==> src/rtl/mod_n_updown_counter.sv <==
// rtl/mod_n_updown_counter.sv - parametrised modulo-N up/down counter with load, tc and wrap
// Optional registered match comparator is built when COUNTER_MATCH_EN is defined.
module mod_n_updown_counter #(
   parameter int     WIDTH   = 4,
   parameter longint MODULUS = 16
) (
   input  logic             clk,
   input  logic             clear,
   input  logic             en,
   input  logic             up_dn,
   input  logic             load,
   input  logic [WIDTH-1:0] load_val,
`ifdef COUNTER_MATCH_EN
   input  logic [WIDTH-1:0] match_val,
   output logic             match,
`endif
   output logic [WIDTH-1:0] q,
   output logic [WIDTH-1:0] q_bar,
   output logic             tc,
   output logic             wrap
);

   generate
      if (WIDTH < 1 || WIDTH > 32) begin : g_bad_width
         $error("mod_n_updown_counter: WIDTH must be in 1..32");
      end
      if (MODULUS < 2 || MODULUS > (longint'(1) << WIDTH)) begin : g_bad_modulus
         $error("mod_n_updown_counter: MODULUS must be in 2..2**WIDTH");
      end
   endgenerate

   localparam logic [WIDTH-1:0] MAX_Q = WIDTH'(MODULUS - 1);
   localparam logic [WIDTH-1:0] ONE   = WIDTH'(1);

   logic [WIDTH-1:0] q_q;
   logic [WIDTH-1:0] q_d;
   logic             wrap_q;
   logic             wrap_d;
   logic             at_max;
   logic             at_zero;
   logic [WIDTH-1:0] load_clamped;

   assign at_max       = (q_q == MAX_Q);
   assign at_zero      = (q_q == '0);
   // Clamping against MAX_Q also covers MODULUS == 2**WIDTH, where no load value is out of range.
   assign load_clamped = (load_val > MAX_Q) ? MAX_Q : load_val;

   always_comb begin
      q_d    = q_q;
      wrap_d = 1'b0;
      if (load) begin
         q_d = load_clamped;
      end else if (en) begin
         if (up_dn) begin
            if (at_max) begin
               q_d    = '0;
               wrap_d = 1'b1;
            end else begin
               q_d = q_q + ONE;
            end
         end else begin
            if (at_zero) begin
               q_d    = MAX_Q;
               wrap_d = 1'b1;
            end else begin
               q_d = q_q - ONE;
            end
         end
      end
   end

   always_ff @(posedge clk or negedge clear) begin
      if (!clear) begin
         q_q    <= '0;
         wrap_q <= 1'b0;
      end else begin
         q_q    <= q_d;
         wrap_q <= wrap_d;
      end
   end

`ifdef COUNTER_MATCH_EN
   logic match_q;
   logic match_d;

   // Compared against the next count so match rises together with q reaching match_val.
   always_comb begin
      match_d = (q_d == match_val);
   end

   always_ff @(posedge clk or negedge clear) begin
      if (!clear) begin
         match_q <= 1'b0;
      end else begin
         match_q <= match_d;
      end
   end

   assign match = match_q;
`endif

   assign q     = q_q;
   assign q_bar = ~q_q;
   assign wrap  = wrap_q;
   // Combinational so a cascaded stage sees it on the same edge it is needed.
   assign tc    = en & ((up_dn & at_max) | (~up_dn & at_zero));

endmodule

==> config.mk <==
export PLATFORM = sky130hd
export DESIGN_NAME = mod_n_updown_counter
export DESIGN_NICKNAME = d
export VERILOG_FILES = /design/src/rtl/mod_n_updown_counter.sv
export SDC_FILE = /design/constraint.sdc
export NUM_CORES = 1
export LEC_CHECK = 0
export ABC_AREA = 1
export BUFFER_PORTS_ARGS = -buffer_cell sky130_fd_sc_hd__buf_2
export CORE_AREA = 3 3 40 42
export DETAILED_ROUTE_END_ITERATION = 6
export DIE_AREA = 0 0 43 45
export PLACE_DENSITY = 0.52
export SYNTH_ARGS = -nofsm -noshare
export SYNTH_HDL_FRONTEND = slang
export SYNTH_SLANG_ARGS = --single-unit
export TNS_END_PERCENT = 50
==> constraint.sdc <==
create_clock -name clk -period 2.7 [get_ports clk]
set_clock_uncertainty 0.05 [all_clocks]
set_input_delay 0.135 -clock clk [delete_from_list [all_inputs] [get_ports clk]]
set_output_delay 0.135 -clock clk [all_outputs]
set_load 0.02 [all_outputs]
==> results.cfg <==
[critical_path]
rr_worst_depth = 6
worstPathRequired_ps = 2520
worst_path_max_delay_cell = dfrtp_1
arrival_ps = 1580
critPathKind = flip-flop to output pin
startpoint_type = flip-flop
r2r_slack_ps = 1240
reg2reg_from = q[0]$_DFFE_PN0P_
crit_chain = inv_1 > ha_1 > inv_1 > nor2_1 > nand2_1 > nand2_1 > nand2_1 > inv_1 > buf_2
slowest_delay_ps = 450
endpoint_kind = output pin
r2r-end = q[2]$_DFFE_PN0P_
cp_max_fo = 7

[global_routing]
grt-ovfl-total = 0
grt_usage_pct = 11.1
grt_pass1_vias = 378
met2_usage_pct = 16.2
grt_pass1_wl_um = 1550
grt_max_degree = 10
gr-usage-met1_pct = 13.9
busiest_layer = met2
antenna_found_initial = 0
use_met3_pct = 2.79

[cts]
clockRootBuffer = clkbuf_4
clockBufferDepth = 2
cts_tree = done
post_cts_buffers = 0
clk_pin_slew_ps = 40
insertion_delay_ps = 240
numCtsBuffers = 3
clock-sinks = 5
htreeDepth = 1

[placement]
port_buffers = 18
place_hpwl_um = 749
gp_congestion = 0.777

[floorplan]
coreArea_um2 = 1280
initial_core_util_pct = 30.6
io_pins = 19
die_y_um = 45
rows = 13
die_x_um = 43
die_area_um2 = 1940

[detailed_routing]
drc_errors = 0
first_pass_iters = 4
drtIter0Drc = 13
routed_via_density = 4.38
antenna_left = 0
num_vias = 416
wl_per_cell_um = 10.2
routed_wl_um = 973

[min_path]
whs_path_depth = 3
hp-start = load_val[1]
holdPathEnd = q[1]$_DFFE_PN0P_
min_path_type = primary input to flip-flop

[outcome]
outcome = completed

[sta]
setup_viol = 0
hold_violations = 0
rsz0062_at_grt = no
fin_crit_ps = 1770
tns_ps = 0
drv_slew = 0
min_period_over_period_pct = 65.5
fin_hold_ws_ps = 63.9
timing.slew.headroom_pct = 78.8
tightestPinTransition_ps = 318
fmax_mhz = 565

[synth]
yosysTopAreaCell = dfrtp_1
ys_top_cells_by_area = dfrtp_1, nand2_1, inv_1
ys_ff_latch = 5
yosysWarnings = 0
synth_nets = 69
syn_inst = 58
synth.distinct_cells = 17
synth_area_um2 = 393
synthDominantCellAreaShare_pct = 31.8
syn_area_per_cell_um2 = 6.77
synth-seq-area-share_pct = 31.8

[power]
power.density_nw_per_um2 = 560
leakagePower_nw = 0.316
ir_worst_vdd_mv = 0.160

[final_layout]
final_nets = 92
layout-drive-gt1-share_pct = 28.7
layout.filler_cells = 144
syn_to_final_growth_pct = 34.1
diodes = 0

[run]
drv_cap = 0
[stage by stage]
| stage | instance area, um^2 | utilization [%] | instances | setup slack [ps] | power [W] |
|---|---|---|---|---|---|
| after floorplan | 393 | - | 58 | 1140 | 0.000174 |
| after global placement | 490 | 38.2 | 90 | 1230 | 0.000212 |
| after detailed placement | 490 | 38.2 | 90 | 1200 | 0.000210 |
| after CTS | 527 | 41.0 | 95 | 936 | 0.000298 |
| after global routing | 527 | 41.0 | 95 | 770 | 0.000321 |
| final | 527 | 41.0 | 95 | 931 | 0.000295 |
[power by group]
| part | leakage, nW | switching (W) | internal, W |
|---|---|---|---|
| registers | 0.0620 | 0.0000187 | 0.0000838 |
| clock network | 0.0150 | 0.0000293 | 0.0000558 |
| logic | 0.239 | 0.0000676 | 0.0000397 |
[cell families after synthesis]
group | count (synthesis) | synth area share (%)
DFF | 5 | 31.8
adders and majority gates | 2 | 6.37
xor gates and xnor gates | 2 | 4.46
and+or+nand+nor | 31 | 33.8
AOI/OAI and AO/OA | 7 | 11.1
buffers and inverters | 11 | 12.4
[metal layers]
metal | routed length, um | up-vias
li1 | - | 229
met1 | 427 | 172
met2 | 485 | 13
met4 | 15 | 0
met5 | 0 | -
met3 | 44 | 2
[sequential cells by signal (all words and copies together) (netlist names)]
signal / count
q: 4
wrap: 1
[Yosys cell counts (all sizes together)]
cell type,n
or2,1
a21oi,1
nor2,6
a22oi,2
buf,1
xor2,2
o221ai,1
nand2,17
nand4,2
dfrtp,5
nand3,5
inv,10
ha,2
o21ai,3
[worst max-delay path: cells and delay by family (launching register included)]
| family | cells | cell delay (ps) |
|---|---|---|
| adder cells (fa/ha/maj) | 1 | 150 |
| buffers and inverters | 4 | 390 |
| flip-flops | 1 | 450 |
| AND/OR/NAND/NOR | 4 | 360 |
[cell type report]
| class | instances | area, um^2 | share of cell area [%] |
|---|---|---|---|
| Clock buffer | 4 | 26.3 | 4.99 |
| Inverter | 10 | 37.5 | 7.13 |
| Multi-Input combinational cell | 42 | 219 | 41.6 |
| Sequential cell | 5 | 125 | 23.8 |
| Tap cell | 15 | 18.8 | 3.56 |
| Timing Repair Buffer | 19 | 100 | 19.0 |
[cell usage in the layout (no fill, tap or decap), drive strengths merged, types with 2 or more instances in the layout]
master,instances
a22oi,2
buf,18
clkbuf,4
dfrtp,5
ha,2
inv,10
nand2,17
nand3,5
nand4,2
nor2,6
o21ai,3
xor2,2
[how the worst max path moves through the flow]
stage | start | endpoint | slack [ps] | depth (start not counted)
after detailed placement | q[0]$_DFFE_PN0P_ | tc | 1200 | 9
after global placement | q[1]$_DFFE_PN0P_ | tc | 1230 | 9
after global routing | q[0]$_DFFE_PN0P_ | tc | 770 | 9
after floorplan | q[0]$_DFFE_PN0P_ | tc | 1140 | 8
after CTS | q[0]$_DFFE_PN0P_ | tc | 940 | 9
final | q[0]$_DFFE_PN0P_ | tc | 930 | 9
[what timing repair did]
item                                   CTS  global route
setup endpoints to repair                0             0
hold buffers                             1             0
endpoints found under the hold margin    5             0
resized for setup                        0             0
Power figures use the tool's default switching activity.
